**src/rtl/log_ram_sequencer.sv**
```systemverilog
// Write-side controller for the circular log RAM: round-robin source arbiter,
// zero-fill clear and freeze/drain. Optional timestamp words via LOG_TIMESTAMP_EN.
module log_ram_sequencer #(
  parameter int unsigned ADDR_W = 14,
  parameter int unsigned DATA_W = 16,
  parameter int unsigned N_SRC  = 4
) (
  input  logic                      clk,
  input  logic                      reset_n,
  input  logic                      enable,
  input  logic                      clear,
  input  logic                      freeze,
  input  logic [N_SRC-1:0]          src_valid,
  input  logic [N_SRC*DATA_W-1:0]   src_data,
  output logic [N_SRC-1:0]          src_ready,
  output logic [ADDR_W-1:0]         ram_address,
  output logic                      ram_chipselect,
  output logic                      ram_write,
  output logic [DATA_W/8-1:0]       ram_byteenable,
  output logic [DATA_W-1:0]         ram_writedata,
  output logic [ADDR_W-1:0]         wr_ptr,
  output logic                      wrapped,
  output logic [15:0]               drop_count,
  output logic                      busy
);

  localparam int unsigned BE_W  = DATA_W / 8;
  localparam int unsigned GNT_W = (N_SRC > 1) ? $clog2(N_SRC) : 1;
  localparam int unsigned CNT_W = $clog2(N_SRC + 1);
  localparam logic [ADDR_W-1:0] LAST_ADDR = '1;

  typedef enum logic [1:0] {IDLE, RUN, FROZEN, CLEAR} state_t;

  state_t              state, nxt_state;
  logic [GNT_W-1:0]    last_grant, nxt_last_grant;
  logic [ADDR_W-1:0]   clr_cnt, nxt_clr_cnt;
  logic [ADDR_W-1:0]   nxt_addr, nxt_wr_ptr;
  logic [DATA_W-1:0]   nxt_wdata;
  logic                nxt_we, nxt_wrapped, nxt_busy;
  logic [15:0]         nxt_drop, drop_sat;
  logic [16:0]         drop_sum;
  logic [CNT_W-1:0]    drop_inc;
  logic                grant_vld, xfer, ts_hold;
  logic [GNT_W-1:0]    grant_idx;
  logic [DATA_W-1:0]   grant_data;

`ifdef LOG_TIMESTAMP_EN
  logic [15:0]         ts_cnt;
  logic                ts_pend, nxt_ts_pend;
  logic [DATA_W-1:0]   ts_data, nxt_ts_data;
  assign ts_hold = ts_pend;
`else
  assign ts_hold = 1'b0;
`endif

  // Round-robin search starting one past the last granted source
  always_comb begin
    grant_vld  = 1'b0;
    grant_idx  = '0;
    grant_data = '0;
    for (int unsigned k = 1; k <= N_SRC; k++) begin
      if (!grant_vld && src_valid[GNT_W'((32'(last_grant) + k) % N_SRC)]) begin
        grant_vld = 1'b1;
        grant_idx = GNT_W'((32'(last_grant) + k) % N_SRC);
      end
    end
    for (int unsigned i = 0; i < N_SRC; i++) begin
      if (grant_idx == GNT_W'(i)) grant_data = src_data[i*DATA_W +: DATA_W];
    end
  end

  always_comb begin
    src_ready = '0;
    case (state)
      RUN: begin
        for (int unsigned i = 0; i < N_SRC; i++) begin
          src_ready[i] = grant_vld && !ts_hold && (grant_idx == GNT_W'(i));
        end
      end
      FROZEN:  src_ready = src_valid;
      default: src_ready = '0;
    endcase
  end

  assign xfer = (state == RUN) && grant_vld && !ts_hold;

  // Saturating drop accumulator
  always_comb begin
    drop_inc = '0;
    for (int unsigned i = 0; i < N_SRC; i++) begin
      drop_inc = drop_inc + CNT_W'(src_valid[i] & src_ready[i]);
    end
    drop_sum = 17'(drop_count) + 17'(drop_inc);
    drop_sat = drop_sum[16] ? 16'hFFFF : drop_sum[15:0];
  end

  always_comb begin
    nxt_state      = state;
    nxt_last_grant = last_grant;
    nxt_clr_cnt    = '0;
    nxt_wr_ptr     = wr_ptr;
    nxt_wrapped    = wrapped;
    nxt_drop       = drop_count;
    nxt_we         = 1'b0;
    nxt_addr       = ram_address;
    nxt_wdata      = ram_writedata;
`ifdef LOG_TIMESTAMP_EN
    nxt_ts_pend    = 1'b0;
    nxt_ts_data    = ts_data;
    // Second word of a timestamped transfer completes whatever the state
    if (ts_pend) begin
      nxt_we     = 1'b1;
      nxt_addr   = wr_ptr;
      nxt_wdata  = ts_data;
      nxt_wr_ptr = wr_ptr + ADDR_W'(1);
      if (wr_ptr == LAST_ADDR) nxt_wrapped = 1'b1;
    end
`endif
    case (state)
      IDLE: begin
        if (clear)       nxt_state = CLEAR;
        else if (freeze) nxt_state = FROZEN;
        else if (enable) nxt_state = RUN;
      end
      RUN: begin
        if (xfer) begin
          nxt_we         = 1'b1;
          nxt_addr       = wr_ptr;
          nxt_wr_ptr     = wr_ptr + ADDR_W'(1);
          nxt_last_grant = grant_idx;
          if (wr_ptr == LAST_ADDR) nxt_wrapped = 1'b1;
`ifdef LOG_TIMESTAMP_EN
          nxt_wdata      = DATA_W'(ts_cnt);
          nxt_ts_pend    = 1'b1;
          nxt_ts_data    = grant_data;
`else
          nxt_wdata      = grant_data;
`endif
        end
        if (clear)        nxt_state = CLEAR;
        else if (freeze)  nxt_state = FROZEN;
        else if (!enable) nxt_state = IDLE;
      end
      FROZEN: begin
        nxt_drop = drop_sat;
        if (clear)        nxt_state = CLEAR;
        else if (!freeze) nxt_state = enable ? RUN : IDLE;
      end
      CLEAR: begin
        nxt_clr_cnt = clr_cnt;
        if (!ts_hold) begin
          nxt_we      = 1'b1;
          nxt_addr    = clr_cnt;
          nxt_wdata   = '0;
          nxt_clr_cnt = clr_cnt + ADDR_W'(1);
          if (!clear && clr_cnt == LAST_ADDR) begin
            nxt_wr_ptr  = '0;
            nxt_wrapped = 1'b0;
            nxt_drop    = '0;
            if (freeze)      nxt_state = FROZEN;
            else if (enable) nxt_state = RUN;
            else             nxt_state = IDLE;
          end
        end
        if (clear) nxt_clr_cnt = '0;
      end
      default: nxt_state = IDLE;
    endcase
    nxt_busy = (nxt_state == CLEAR);
  end

  always_ff @(posedge clk or negedge reset_n) begin
    if (!reset_n) begin
      state          <= IDLE;
      last_grant     <= GNT_W'(N_SRC - 1);
      clr_cnt        <= '0;
      wr_ptr         <= '0;
      wrapped        <= 1'b0;
      drop_count     <= '0;
      busy           <= 1'b0;
      ram_address    <= '0;
      ram_chipselect <= 1'b0;
      ram_write      <= 1'b0;
      ram_byteenable <= '0;
      ram_writedata  <= '0;
`ifdef LOG_TIMESTAMP_EN
      ts_cnt         <= '0;
      ts_pend        <= 1'b0;
      ts_data        <= '0;
`endif
    end else begin
      state          <= nxt_state;
      last_grant     <= nxt_last_grant;
      clr_cnt        <= nxt_clr_cnt;
      wr_ptr         <= nxt_wr_ptr;
      wrapped        <= nxt_wrapped;
      drop_count     <= nxt_drop;
      busy           <= nxt_busy;
      ram_address    <= nxt_addr;
      ram_chipselect <= nxt_we;
      ram_write      <= nxt_we;
      ram_byteenable <= {BE_W{nxt_we}};
      ram_writedata  <= nxt_wdata;
`ifdef LOG_TIMESTAMP_EN
      ts_cnt         <= ts_cnt + 16'd1;
      ts_pend        <= nxt_ts_pend;
      ts_data        <= nxt_ts_data;
`endif
    end
  end

endmodule

```
**config.mk**
```make
export PLATFORM = sky130hd
export DESIGN_NAME = log_ram_sequencer
export DESIGN_NICKNAME = d
export VERILOG_FILES = /design/src/rtl/log_ram_sequencer.sv
export SDC_FILE = /design/constraint.sdc
export NUM_CORES = 1
export LEC_CHECK = 0
export CORE_AREA = 2 2 108 110
export DETAILED_ROUTE_END_ITERATION = 7
export DIE_AREA = 0 0 110 112
export GPL_TIMING_DRIVEN = 0
export PLACE_DENSITY_LB_ADDON = 0.08
export RECOVER_POWER = 25
export SLEW_MARGIN = 20
export SYNTH_ARGS = -nofsm -noshare
export SYNTH_HDL_FRONTEND = slang
export SYNTH_SLANG_ARGS = --single-unit
export TNS_END_PERCENT = 5
```
**constraint.sdc**
```tcl
create_clock -name clk -period 9.06 [get_ports clk]
set_input_delay 1.812 -clock clk [delete_from_list [all_inputs] [get_ports clk]]
set_output_delay 1.812 -clock clk [all_outputs]
set_load 0.01 [all_outputs]
```
# After elaboration in Yosys (flattened, before gate mapping)
# Cells that the tools add are included.
[totals]
reg_bits = 82
input_bits = 73
out_inout_bits = 70
elab_cells = 114
[classes]
n_addsub = 10
n_lt_le_gt_ge = 4
n_eq_ne = 12
mux = 51
bitwise_logic = 4
n_reduce_logical = 22
[op_table]
columns = ["cell", "n"]
rows = [
  ["$mux W16", 7],
  ["$mux W14", 5],
  ["$pmux W16 S2", 2],
  ["$pmux W14 S2", 2],
  ["$add A14 B1 Y14 const B", 2],
  ["$eq A14 B14 Y1 const B", 2],
  ["$mux W2", 14],
  ["$add A16 B3 Y17", 1],
  ["$mux W1", 13],
  ["$lt A2 B3 Y1 const B", 4],
  ["$eq A2 B2 Y1 const B", 5],
  ["$logic_and A1 B1 Y1", 9],
  ["$bmux W1 S2", 4],
  ["$pmux W2 S4", 1],
  ["$pmux W4 S2", 1],
  ["$reduce_and A2 Y1", 3],
  ["$add A2 B1 Y2 const B", 2],
  ["$add A2 B2 Y2 const B", 2],
  ["$and A1 B1 Y1", 4],
  ["$eq A2 B1 Y1 const B", 2],
  ["$logic_not A1 Y1", 4],
  ["$logic_not A2 Y1", 2],
  ["$ne A2 B2 Y1 const B", 2],
  ["$pmux W1 S2", 2],
  ["7 further kinds", 8],
]

# Longest topological paths before layout
# Gate-level depths: netlist of the first run.
[depth]
depth_word = 23
ltp_mapped = 16
mapped_depth_nobuf = 15

# Worst setup path before layout of the first run
# OpenSTA, ideal clock, no wires.
[synth_path]
kind = "input -> register"
start = "input port src_valid[3]"
end = "register drop_count[6]"
setup_time_ns = 0.155
arrival_time_ns = 4.626
required_ns = 8.905
path_slack_ns = 4.278
path_stages = 13
n_path_buf = 0
cell_sequence = "and3b_1 -> o31a_1 -> nor2_1 -> a22o_1 -> nand2_1 -> fa_1 -> inv_1 -> fa_1 -> fa_1 -> nand3_1 -> nor3_2 -> nand3_1 -> o311ai_0"
[synth_between]
elab_chain_cells = 22
word_cells_on_any_way = 41
cone_classes = "add/sub (4); eq/ne (3); mux (19); bitwise (4); reduce/logical (11)"
[synth_lines]
columns = ["item", "line_no", "rtl"]
rows = [
  ["start: declaration", "13", "input logic [N_SRC-1:0] src_valid,"],
  ["$bmux W1 S2", "62", "if (!grant_vld && src_valid[GNT_W'((32'(last_grant) + k) % N_SRC)]) begin"],
  ["$mux W1 (implied by the code)", "62", ""],
  ["$mux W1", "62", ""],
  ["$logic_not A1 Y1", "62", ""],
  ["$logic_and A1 B1 Y1", "62", ""],
  ["$mux W1", "62", ""],
  ["$logic_not A1 Y1", "62", ""],
  ["$logic_and A1 B1 Y1", "62", ""],
  ["[6 not listed]", "n/a", ""],
  ["$pmux W4 S2", "74", "case (state)"],
  ["$and A1 B1 Y1", "91", "drop_inc = drop_inc + CNT_W'(src_valid[i] & src_ready[i]);"],
  ["$add A1 B1 Y2", "91", ""],
  ["$add A2 B1 Y3", "91", ""],
  ["$add A3 B1 Y3 *", "91", ""],
  ["$add A16 B3 Y17 *", "93", "drop_sum = 17'(drop_count) + 17'(drop_inc);"],
  ["$mux W16 *", "94", "drop_sat = drop_sum[16] ? 16'hFFFF : drop_sum[15:0];"],
  ["$pmux W16 S2 *", "119", "case (state)"],
  ["end signal: assignment", "197", "drop_count <= nxt_drop;"],
  ["end: declaration", "23", "output logic [15:0] drop_count,"],
]
# Every way passes the cells marked *; elsewhere a longest branch is shown, timed or not. The select of a mux whose other input is x is not followed.
# A chain may end at the register's enable or synchronous reset.

# Worst setup path after layout of the first run
[layout_path]
start = "input port src_valid[0]"
end = "output port src_ready[0]"
[layout_between]
elab_chain_cells = 15
word_cells_on_any_way = 25
cone_classes = "mux (17); reduce/logical (8)"
[layout_lines]
columns = ["item", "line_no", "rtl"]
rows = [
  ["$bmux W1 S2", "62", ""],
  ["$mux W1 (implied by the code)", "62", ""],
  ["$mux W1", "62", ""],
  ["$logic_not A1 Y1", "62", ""],
  ["$logic_and A1 B1 Y1", "62", ""],
  ["$mux W1", "62", ""],
  ["$logic_not A1 Y1", "62", ""],
  ["$logic_and A1 B1 Y1", "62", ""],
  ["$mux W1", "62", ""],
  ["$logic_not A1 Y1", "62", ""],
  ["$logic_and A1 B1 Y1", "62", ""],
  ["$mux W2", "62", ""],
  ["$logic_not A2 Y1", "77", "src_ready[i] = grant_vld && !ts_hold && (grant_idx == GNT_W'(i));"],
  ["$logic_and A1 B1 Y1", "77", ""],
  ["$pmux W4 S2 *", "74", ""],
  ["end: declaration", "15", "output logic [N_SRC-1:0] src_ready,"],
]
# Marks and branches as above.

==> results by group, run 1 <==
Clock network
  – H-tree depth: 3
  – Root buf cell: clkbuf_16
  – Clk_lat worst skew: 0.34 ns
  – # hold bufs at CTS: 0
  – CTS sink cnt: 81
  – Reg clk slew, reported paths: 0.06 ns
  – Setup bufs post-CTS: 0
  – Post-CTS Resized: 0
  – Longest Clk Path Bufs: 2
  – TritonCTS clock tree: yes
  – CTS buffer count: 9

GRT
  – Initial antenna violation count: 0
  – Vias in the first global route: 4524
  – First-pass GRT wire length: 22.0 mm
  – GRT Util Overall: 22.8%
  – Pin count of the biggest net entering global routing: 44
  – Total global routing overflow: 0

Synthesis
  – Sequential area share after synthesis: 43.5%
  – Cell variety after synth: 61
  – Ys Warns: 0
  – Most frequent cell after synthesis: dfrtp_1
  – Mapped Cells: 481
  – Average cell area after synthesis: 9.70 sq um
  – Ys async rst share: 100%
  – Syn_nets: 564
  – Top cells by area, synth: dfrtp_1, mux2i_1, nand2_1
  – Biggest area consumer among synthesized cells: dfrtp_1
  – Seq cells post-synth: 81
  – Ys flop type: dfrtp_1
  – Post-Syn Area: 4670 sq um
  – Post-synth EDFFs: 0
  – Post-synth top cells: dfrtp_1, mux2i_1, nand2_1
  – Yosys top cell area share: 42.4%

Setup path
  – Flop2flop setup slack: 4.92 ns
  – Crit path top cell by count: clkdlybuf4s50_1
  – Largest stage delay, worst path: 0.68 ns
  – Worst path slowest cell: o41ai_1
  – Critical path class: primary input to output pin
  – Critical Path Fanout Max: 10
  – Setup crit end kind: output pin
  – Cell Chain, Critical Path: clkdlybuf4s50_1, o41ai_1, buf_6, nor2_1, a22o_1, and2_1, clkdlybuf4s50_1
  – Critical path required time: 7.25 ns
  – WP data arrival: 4.13 ns
  – CP Launch Type: primary input

Route
  – Post-DR wirelength/cell: 16.8 um
  – Drt pass-1 iters: 5
  – Final WL: 13.2 mm
  – Vias: 4292
  – DRT iter0 DRCs: 234
  – DRC Markers: 0
  – Post-route ant nets: 0
  – Vias per cell: 5.48

Floorplan
  – Die X: 110 um
  – Die Ht: 112 um
  – IO Pins: 143
  – Starting Density: 41.8%
  – Core Rows: 39
  – Core area: 11200 sq um
  – Die area: 12300 sq um

Power and ir drop
  – Pwr per Cell Area: 128 nW/um^2
  – Worst VDD drop: 64.1 uV
  – Leakage power: 2.83 nW

Timing
  – Max Clock Skew: 0.00363 ns
  – Relative slew slack: -57.1%
  – Fin crit share: 65.6%
  – Minimum clock period: 5.94 ns
  – Worst Tran Pin Value: 2.36 ns
  – Max Slew Vio Count: 84
  – Setup TNS: 0 ns
  – Fin. Hold Viols: 0
  – Finish-stage setup viols: 0
  – Achievable frequency: 0.168 GHz
  – RSZ-0062 raised after global routing: no

Layout
  – N_diodes: 0
  – Layout Utilization: 59.0%
  – # nets final: 718
  – Layout area overhead: 41.4%
  – Share of layout cells above drive strength 1: 7.66%

Run status
  – Status: finished, violations left
  – Violated checks: capacitance limit, slew limit

Min path
  – Hold crit path type: register to register

Placed design
  – Detailed Place HPWL: 9.94 mm
  – Number of buffers added on ports: 142
  – GP Congestion: 0.799

Flow run
  – Number of max-cap violations: 2
==> state kept, by name, indices dropped and copies added, names as in the netlist <==
register        count
ram_address        14
state               2
ram_byteenable      1
drop_count         16
last_grant          2
busy                1
clr_cnt            14
wr_ptr             14
wrapped             1
ram_writedata      16
==> per-layer routing <==
metal	up-vias	track usage, %	share of wire, %	routed length (um)
met2	120	38.1	49	6490
li1	2051	-	-	-
met1	2088	28.3	43	5630
met5	-	0	0	0
met3	33	3.40	4.4	575
met4	0	11.2	3.5	465
==> worst max-delay path, delay by kind of cell <==
family,cells,cell delay [ns]
buffers and inverters,3,1.19
AO/OA/AOI/OAI,2,0.90
AND/OR/NAND/NOR,2,0.22
==> placed cells by master (no fill, tap or decap), types with 15 or more instances in the layout <==
master / n
nand3_1: 21
clkbuf_1: 15
clkdlybuf4s50_1: 141
mux2i_1: 51
nor2_1: 32
nand2_1: 51
o21ai_0: 38
a21oi_1: 15
o221ai_1: 16
dfrtp_1: 79
==> worst paths after layout <==
| path | startpoint | to | cells after the start |
|---|---|---|---|
| worst min register to register | clr_cnt[0] | clr_cnt[0] | 1 |
| max in group asynchronous | reset_n | ram_writedata[9] | 2 |
| worst min-delay path | clr_cnt[0] | clr_cnt[0] | 1 |
| min in group asynchronous | reset_n | wr_ptr[12] | 1 |
| worst max register to register | state[1] | drop_count[13] | 15 |
| worst max-delay path | src_valid[0] | src_ready[0] | 7 |
==> through the flow <==
step | cell area (sq um) | power, W | hold WS [ns] | std cells | setup WS, ns
finish | 6600 | 0.000843 | 0.485 | 783 | 3.12
detailed placement | 6290 | 0.000444 | 0.473 | 767 | 3.16
global route | 6600 | 0.000871 | 0.507 | 783 | 2.97
global placement | 6270 | 0.000441 | 0.463 | 766 | 3.12
CTS | 6620 | 0.000851 | 0.488 | 783 | 3.13
floorplan | 4670 | 0.000395 | 0.446 | 481 | 4.28
==> cells by family after synthesis <==
group / after synthesis / synth area share [%]
fa+ha+maj: 10 / 3.16
mux: 52 / 11.2
flops: 81 / 43.5
xor+xnor: 15 / 2.82
compound gates: 107 / 15.6
simple gates: 178 / 19.8
buf+inv: 38 / 3.97
==> power breakdown <==
part | switching [W] | internal, W | leakage (nW)
clock | 0.000151 | 0.000257 | 0.155
combinational | 0.0000276 | 0.0000410 | 1.59
sequential | 0.00000214 | 0.000364 | 1.08
==> area by class of cell <==
class | count | area, sq um
multi-input combinational | 362 | 2450
tap | 143 | 179
inverter | 12 | 45.0
buffer | 26 | 140
sequential | 81 | 2030
clock buffer | 12 | 256
clock inverter | 4 | 75.1
fill | 1026 | 4580
timing repair buffer | 143 | 1420
(Power assumes the default switching activity.)
==> run 2: changes to the inputs <==
Clock period 9.06 ns to 5.33 ns, I/O delays scaled along.
==> run 2 against run 1 <==
The run still ends with capacitance limit, slew limit left. Via count is 0.54% lower. Sequential power is 70% higher. Clock skew hardly changed. Wire length hardly changed. Clock power is 70% higher. Die area stayed put. Critical path depth is 7 higher. Register-to-register slack worse by 3.7 ns. Sequential cell count stayed put. Clock-buffer cell count stayed put. Largest cell class unchanged.
==> results by group, run 2 (synthesis results as in run 1) <==
Power and ir drop
  – Leakage power: 2.84 nW (was 2.83 nW)
  – Worst VDD drop: 109 uV (was 64.1 uV)
  – Internal power: 0.00113 W (was 0.000662 W)
  – Net Sw Frac: 21.5% (about the same)
  – Power share of the sequential group: 43.4% (about the same)
  – Logic pwr share: 8.3% (was 8.1%)
  – Net switching power: 0.000308 W (was 0.000181 W)
  – Pwr per Cell Area: 217 nW/um^2 (was 128 nW/um^2)
  – Clock power frac: 48.3% (was 48.4%)

Setup path
  – Critical path class: primary input to register (was primary input to output pin)
  – Critical path required time: 5.55 ns (was 7.25 ns)
  – Flop2flop setup slack: 1.21 ns (was 4.92 ns)
  – CP Launch Type: primary input (unchanged)
  – WP data arrival: 5.02 ns (was 4.13 ns)
  – Setup crit end kind: register (was output pin)
  – Critical Path Fanout Max: 10 (unchanged)

Clock network
  – # hold bufs at CTS: 0 (unchanged)
  – Clk_lat worst skew: 0.34 ns (about the same)
  – Reg clk slew, reported paths: 0.06 ns (about the same)
  – H-tree depth: 3 (unchanged)
  – TritonCTS clock tree: yes (unchanged)
  – Setup bufs post-CTS: 0 (unchanged)
  – Post-CTS Resized: 0 (unchanged)
  – CTS sink cnt: 81 (unchanged)
  – Longest Clk Path Bufs: 2 (unchanged)
  – CTS buffer count: 9 (unchanged)
  – Root buf cell: clkbuf_16 (unchanged)

Timing
  – Worst Tran Pin Value: 2.27 ns (was 2.36 ns)
  – RSZ-0062 raised after global routing: no (unchanged)
  – Setup TNS: 0 ns (unchanged)
  – Max Clock Skew: 0.00402 ns (was 0.00363 ns)
  – Relative slew slack: -51.6% (was -57.1%)
  – Fin crit share: 90.0%
  – Max Slew Vio Count: 39 (was 84)
  – Fin. Hold Viols: 0 (unchanged)
  – Minimum clock period: 4.79 ns
  – Achievable frequency: 0.209 GHz
  – Final Worst Setup Slack: 0.536 ns (was 3.12 ns)
  – Finish-stage setup viols: 0 (unchanged)

Route
  – Drt pass-1 iters: 4 (was 5)
  – Post-route ant nets: 0 (unchanged)
  – Vias per cell: 5.45 (was 5.48)
  – Vias: 4269 (was 4292)
  – DRC Markers: 0 (unchanged)
  – Post-DR wirelength/cell: 16.8 um (about the same)
  – Final WL: 13.2 mm (about the same)
  – DRT iter0 DRCs: 234 (unchanged)

Floorplan
  – Starting Density: 41.8% (unchanged)
  – Die X: 110 um (unchanged)
  – Die area: 12300 sq um (unchanged)
  – Core Rows: 39 (unchanged)
  – Die Ht: 112 um (unchanged)
  – Core area: 11200 sq um (unchanged)
  – IO Pins: 143 (unchanged)

Layout
  – Commonest non-fill, non-tap cell in the layout: clkdlybuf4s50_1 (unchanged)
  – Share of layout cells above drive strength 1: 7.81% (was 7.66%)
  – N_diodes: 0 (unchanged)
  – Largest regs: drop_count (16), ram_writedata (16) (unchanged)
  – # nets final: 718 (unchanged)
  – Fill cell count: 1024 (was 1026)
  – Fin cells: 783 (unchanged)
  – Commonest non-fill, non-tap cells in the layout: clkdlybuf4s50_1, dfrtp_1, mux2i_1, nand2_1, o21ai_0 (unchanged)
  – Layout area overhead: 41.9% (was 41.4%)

Placed design
  – Number of buffers added on ports: 142 (unchanged)
  – Pre-CTS setup slack: 0.237 ns (was 3.16 ns)
  – Placed cells: 767 (unchanged)
  – Detailed Place HPWL: 9.94 mm (unchanged)
  – GP Congestion: 0.799 (unchanged)

GRT
  – First-pass GRT wire length: 22.0 mm (unchanged)
  – Initial antenna violation count: 0 (unchanged)
  – GRT Util Overall: 22.8% (unchanged)
  – Vias in the first global route: 4524 (unchanged)
  – Total global routing overflow: 0 (unchanged)
  – Pin count of the biggest net entering global routing: 44 (unchanged)

Flow run
  – Number of max-cap violations: 1 (was 2)

Min path
  – Hold crit path type: register to register (unchanged)

Run status
  – Status: finished, violations left (unchanged)
  – Violated checks: capacitance limit, slew limit (unchanged)
[run 2: worst max-delay path, stage by stage]
cell             delay [ns]
clkdlybuf4s50_1        0.48
o41ai_1                0.68
buf_6                  0.23
nor2_1                 0.06
a22o_1                 0.22
nand2_1                0.09
fa_1                   0.42
inv_1                  0.09
fa_1                   0.23
fa_1                   0.26
nand3_1                0.14
nor3_2                 0.38
nand3_1                0.42
o311ai_0               0.24
[run 2: per-stage QoR]
stage	area, sq um	hold WS, ns	total power, W	utilization, %
final	6620	0.485	0.00144	59.2
after global routing	6620	0.507	0.00148	59.2
after CTS	6620	0.488	0.00145	59.3
after detailed placement	6290	0.473	0.000755	56.3
after global placement	6270	0.463	0.000750	56.1
after floorplan	4670	0.446	0.000671	-
[run 2: power groups by stage]
stage | logic, W | registers, W | clock network (W)
after floorplan | 0.0000379 | 0.000633 | 0
after global placement | 0.000117 | 0.000634 | 0
after detailed placement | 0.000121 | 0.000633 | 0
after CTS | 0.000121 | 0.000622 | 0.000703
after global routing | 0.000131 | 0.000622 | 0.000730
final | 0.000119 | 0.000622 | 0.000694
[run 2: routing by layer]
metal	share of wire (%)	vias up	global-route usage [%]
met5	0	-	0
met4	3.5	0	11.2
met3	4.5	33	3.40
met2	49	129	38.1
met1	43	2059	28.3
li1	-	2048	-
[run 2: worst paths after layout]
kind / start / to / cells past startpoint
min: clr_cnt[0] / clr_cnt[0] / 1
max in group asynchronous: reset_n / state[0] / 1
max: src_valid[0] / drop_count[13] / 14
min in group asynchronous: reset_n / wr_ptr[12] / 1
min reg2reg: clr_cnt[0] / clr_cnt[0] / 1
max reg2reg: state[1] / drop_count[13] / 15
[run 2: final cells by class]
cell class | count | area (sq um) | share of cell area, %
multi-input combinational | 362 | 2450 | 37.0
sequential | 81 | 2030 | 30.7
timing repair buffer | 143 | 1440 | 21.8
clock buffer | 12 | 256 | 3.88
tap | 143 | 179 | 2.70
buffer | 26 | 140 | 2.12
clock inverter | 4 | 75.1 | 1.13
inverter | 12 | 45.0 | 0.681
==> edit 1, RTL diff (flow settings as in run 2) <==
Re-encode `state_t` (4 states) as one-hot, 4 bits wide.
--- a/src/rtl/log_ram_sequencer.sv
+++ b/src/rtl/log_ram_sequencer.sv
@@ -29,7 +29,7 @@
   localparam int unsigned CNT_W = $clog2(N_SRC + 1);
   localparam logic [ADDR_W-1:0] LAST_ADDR = '1;
 
-  typedef enum logic [1:0] {IDLE, RUN, FROZEN, CLEAR} state_t;
+  typedef enum logic [3:0] {IDLE = 4'b0001, RUN = 4'b0010, FROZEN = 4'b0100, CLEAR = 4'b1000} state_t;
 
   state_t              state, nxt_state;
   logic [GNT_W-1:0]    last_grant, nxt_last_grant;
Formal check against the unedited RTL: same outputs for any inputs over 4 cycles, from zero or initial values and one cycle with reset_n low; so few cycles prove little.
==> edit 1 against run 2 <==
The flow still finishes with violations (max-capacitance violations, max-slew violations). Largest cell class unchanged. Area after synthesis is 2.0% higher. Clock skew increased by 0.0011 ns. Wire length grew 5.8%. Worst setup slack lost 0.21 ns. Global-route usage up 0.82 points. Sequential cell count increased by 2. Cell area grew 0.79%. Utilization up 0.47 points.
Power is not compared: it rests on default switching activity, and its combinational part moved more than twofold at a synthesized area within 25%.
==> edit 1: results (changes against run 2) <==
| Metric | Value |
|---|---|
| Maxcap violations | 2 (was 1) |
| Layout fillers | 1015 (was 1024) |
| Slew Limit Headroom | -56.96% (was -51.64%) |
| GP Congestion | 0.8598 (was 0.7993) |
| DP Worst Slack | -0.2559 ns (was 0.2372 ns) |
| Nets | 727 (was 718) |
| Critical Path Max Stage Delay | 0.59 ns (was 0.68 ns) |
| Status | complete, but fails checks (unchanged) |
| Total Routed Length | 13920 µm (was 13160 µm) |
| GRT Resource Usage Total | 23.60% (was 22.78%) |
| Post-Synthesis Net Count | 571 (was 564) |
| Sequential element share of the synthesized area | 43.72% (was 43.50%) |
| Drt first-iter violations | 192 (was 234) |
| HP Start | last_grant[0] (was clr_cnt[0]) |
| Placed cell areas | 6385 µm² (was 6291 µm²) |
| Met2 routed WL | 6452 µm (was 6440 µm) |
| Top cells by area, synth | dfrtp_1 (42%), nand3_1 (5.3%), mux2i_1 (4.2%) (was dfrtp_1 (42%), mux2i_1 (11%), nand2_1 (4.1%)) |
| Vias in the first global route | 4468 (was 4524) |
| Reg2reg path depth | 16 (was 15) |
| Via count | 4418 (was 4269) |
| Largest net degree at the start of global routing | 50 (was 44) |
| Slowest CP cell | or4_4 (was o41ai_1) |
| Top delay family on crit path | simple AND/OR/NAND/NOR gates (was compound AO/OA/AOI/OAI gates) |
| Worst reg2reg path endpoint | drop_count[7] (was drop_count[13]) |
| CP startpoint | src_valid[1] (was src_valid[0]) |
| Dpl hpwl | 10360 µm (was 9940 µm) |
| Final min period | 5.004 ns (was 4.794 ns) |
| Post-route cell area | 6671 µm² (was 6619 µm²) |
| R2R setup slack | 0.94 ns (was 1.21 ns) |
| Hold Crit Depth | 2 (was 1) |
| Hold slack | 0.4799 ns (was 0.4845 ns) |
| Pins over their slew limit | 86 (was 39) |
| Met3 WL | 1003 µm (was 596 µm) |
| Layout cells sized above 1 | 12.56% (was 7.813%) |
| Failing checks | max-capacitance violations, max-slew violations (unchanged) |
| Placed cells | 778 (was 767) |
| First-pass GRT wire length | 22710 µm (was 21980 µm) |
| Routed vias/inst | 5.550 (was 5.452) |
| M1 WL | 6174 µm (was 5656 µm) |
[edit 1: power by group]
part | switching, mW | internal [mW] | total (mW)
clock network | 0.274 | 0.318 | 0.592
logic | 0.384 | 0.422 | 0.806
registers | 0.0836 | 0.740 | 0.824
[edit 1: cells by family (layout without fill, tap and decap cells)]
kind of cell	after synthesis	after routing	share of synthesized area [%]
multiplexers	36	36	7.991
buffers and inverters	46	207	5.494
AO/OA/AOI/OAI	94	94	14.01
flip-flops	83	83	43.72
adder cells (fa/ha/maj)	6	6	2.051
AND/OR/NAND/NOR	206	206	22.87
XOR/XNOR	21	21	3.864
[edit 1: layout make-up]
type | count | share of cell area (%)
Tap cell | 143 | 2.682
Clock inverter | 7 | 0.7689
Multi-Input combinational cell | 363 | 36.46
Sequential cell | 83 | 31.19
Buffer | 32 | 3.151
Inverter | 14 | 0.7877
Clock buffer | 9 | 3.376
Timing Repair Buffer | 145 | 21.59
[edit 1: worst register-to-register path, stage by stage (launching register included)]
cell     delay (ns)
dfstp_2        0.36
buf_2          0.17
nor4b_2        0.43
and2_1         0.20
buf_6          0.15
buf_2          0.24
nand2_1        0.10
o21a_1         0.21
fa_1           0.49
inv_1          0.05
fa_1           0.47
fa_1           0.45
nand3_1        0.19
or4_4          0.19
or2_1          0.21
o21ai_0        0.13
a22o_1         0.24
[edit 1: repair_timing]
item | 4_1_cts | 5_1_grt
hold endpoints to repair | 0 | 0
setup endpoints to repair | 0 | 12
resized for setup | 0 | 4
buffers inserted | 0 | 2
[edit 1: per-layer routing]
| metal | up-vias | track usage, % |
|---|---|---|
| met4 | 0 | 7.004 |
| met1 | 2170 | 31.80 |
| met3 | 23 | 5.796 |
| met5 | - | 0 |
| li1 | 2090 | - |
| met2 | 135 | 37.46 |
==> edit 2, RTL diff (flow settings as in run 2) <==
Made on the original files. `DATA_W`: 16 -> 14.
--- a/src/rtl/log_ram_sequencer.sv
+++ b/src/rtl/log_ram_sequencer.sv
@@ -2,7 +2,7 @@
 // zero-fill clear and freeze/drain. Optional timestamp words via LOG_TIMESTAMP_EN.
 module log_ram_sequencer #(
   parameter int unsigned ADDR_W = 14,
-  parameter int unsigned DATA_W = 16,
+  parameter int unsigned DATA_W = 14,
   parameter int unsigned N_SRC  = 4
 ) (
   input  logic                      clk,
Interface: changed (resized ram_byteenable, ram_writedata and src_data); port bits go from 143 to 132. No check against the original RTL was run, so the function may have changed too.
==> edit 2 against run 2 <==
Cell area shrank 3.9%. Worst setup slack worse by 0.22 ns. Critical endpoint is now drop_count[6]. The run still ends with max-capacitance violations, max-slew violations left. Wire length fell by 4.2%. Fmax shrank 4.5%. Highest routed layer unchanged. Area after synthesis decreased by 2.6%. Sequential cell count decreased by 2.
Power is not compared: it rests on default switching activity, and its combinational part moved more than twofold at a synthesized area within 25%.
==> edit 2: results (changes against run 2) <==
| Metric | Value |
|---|---|
| Status | complete, but fails checks (unchanged) |
| Failing checks | max-capacitance violations, max-slew violations (unchanged) |
| Largest net degree at the start of global routing | 57 (was 44) |
| Clk tree area frac | 5.096% (was 5.009%) |
| Post-Synthesis Net Count | 545 (was 564) |
| GP Congestion | 0.8469 (was 0.7993) |
| Hold Crit Depth | 2 (was 1) |
| Top delay family on crit path | adder cells (was compound AO/OA/AOI/OAI gates) |
| Nets | 688 (was 718) |
| Dpl hpwl | 9498 µm (was 9940 µm) |
| Clock buf count | 11 (was 12) |
| Buffer share of cell area | 22.53% (was 23.91%) |
| Arrival time worst endpoint | 5.21 ns (was 5.02 ns) |
| Xor and xnor area share after synthesis | 4.239% (was 2.816%) |
| R2R setup slack | 1.06 ns (was 1.21 ns) |
| Non-CTS inverters | 15 (was 12) |
| GRT Resource Usage Total | 20.90% (was 22.78%) |
| CP startpoint | src_valid[2] (was src_valid[0]) |
| First-pass GRT wire length | 20300 µm (was 21980 µm) |
| #MultiIn Comb | 350 (was 362) |
| Layout cells sized above 1 | 6.796% (was 7.813%) |
| Final core occ | 56.90% (was 59.23%) |
| Clk_skew | 0.009156 ns (was 0.004015 ns) |
| Sequential element share of the synthesized area | 43.55% (was 43.50%) |
| Drt first-iter violations | 203 (was 234) |
| Worst slew pin tran | 3.015 ns (was 2.275 ns) |
| Synth Area in Compound Gates | 12.94% (was 15.55%) |
| Top cells by area, synth | dfrtp_1 (42%), mux2i_1 (9.9%), nand2_1 (4.8%) (was dfrtp_1 (42%), mux2i_1 (11%), nand2_1 (4.1%)) |
| Layout fillers | 998 (was 1024) |
| Number of flip-flops and latches | 79 (was 81) |
| Pins over their slew limit | 57 (was 39) |
| Vias in the first global route | 4053 (was 4524) |
| Maxcap violations | 1 (unchanged) |
| Total Routed Length | 12610 µm (was 13160 µm) |
| Multiplexer share of the synthesized area | 10.90% (was 11.18%) |
[edit 2: cell types whose count changed in the layout (fill, tap and decap cells not counted), moves of 7 or more]
| cell | change |
|---|---|
| clkdlybuf4s50_1 | -11 |
| o211ai_1 | -7 |
| o21ai_0 | -23 |
| nor2_1 | +7 |
| o21ai_1 | +15 |
| nand2_1 | +7 |
| xnor2_1 | +8 |
[edit 2: power groups by stage]
stage | clock network (mW) | logic [mW] | registers [mW]
floorplan | 0 | 0.767 | 0.886
global placement | 0 | 1.32 | 0.859
detailed placement | 0 | 1.34 | 0.862
CTS | 0.678 | 1.35 | 0.855
global route | 0.705 | 1.47 | 0.872
finish | 0.664 | 1.33 | 0.855
[edit 2: kinds of logic after synthesis]
family	count (synthesis)
simple gates	186
compound gates	83
flops	79
mux	49
buf+inv	41
xor+xnor	22
fa+ha+maj	10
[edit 2: through the flow]
step                instances  total power, mW  hold WS (ns)  setup TNS (ns)
finish                    761            2.846        0.4893               0
global route              761            3.044        0.5070               0
CTS                       761            2.880        0.4932               0
detailed placement        745            2.202        0.4782          -2.125
global placement          744            2.175        0.4716          -1.609
floorplan                 470            1.653        0.4681               0
[edit 2: per-layer routing]
| layer | GRT usage (%) | wire (µm) | vias up |
|---|---|---|---|
| met5 | 0 | 0 | - |
| met4 | 5.148 | 121 | 0 |
| met3 | 4.801 | 741 | 12 |
| met2 | 33.21 | 6052 | 142 |
| met1 | 28.76 | 5689 | 1990 |
| li1 | - | - | 1984 |
[edit 2: repair_timing]
item,in CTS,in global routing
endpoints found under the hold margin,0,0
resized for setup,0,2
endpoints found under the setup margin,0,10
[edit 2: worst min-delay path, cell delays in order, from the launching register on]
cell,delay [ns]
dfrtp_1,0.34
nand2_1,0.05
o21ai_1,0.06
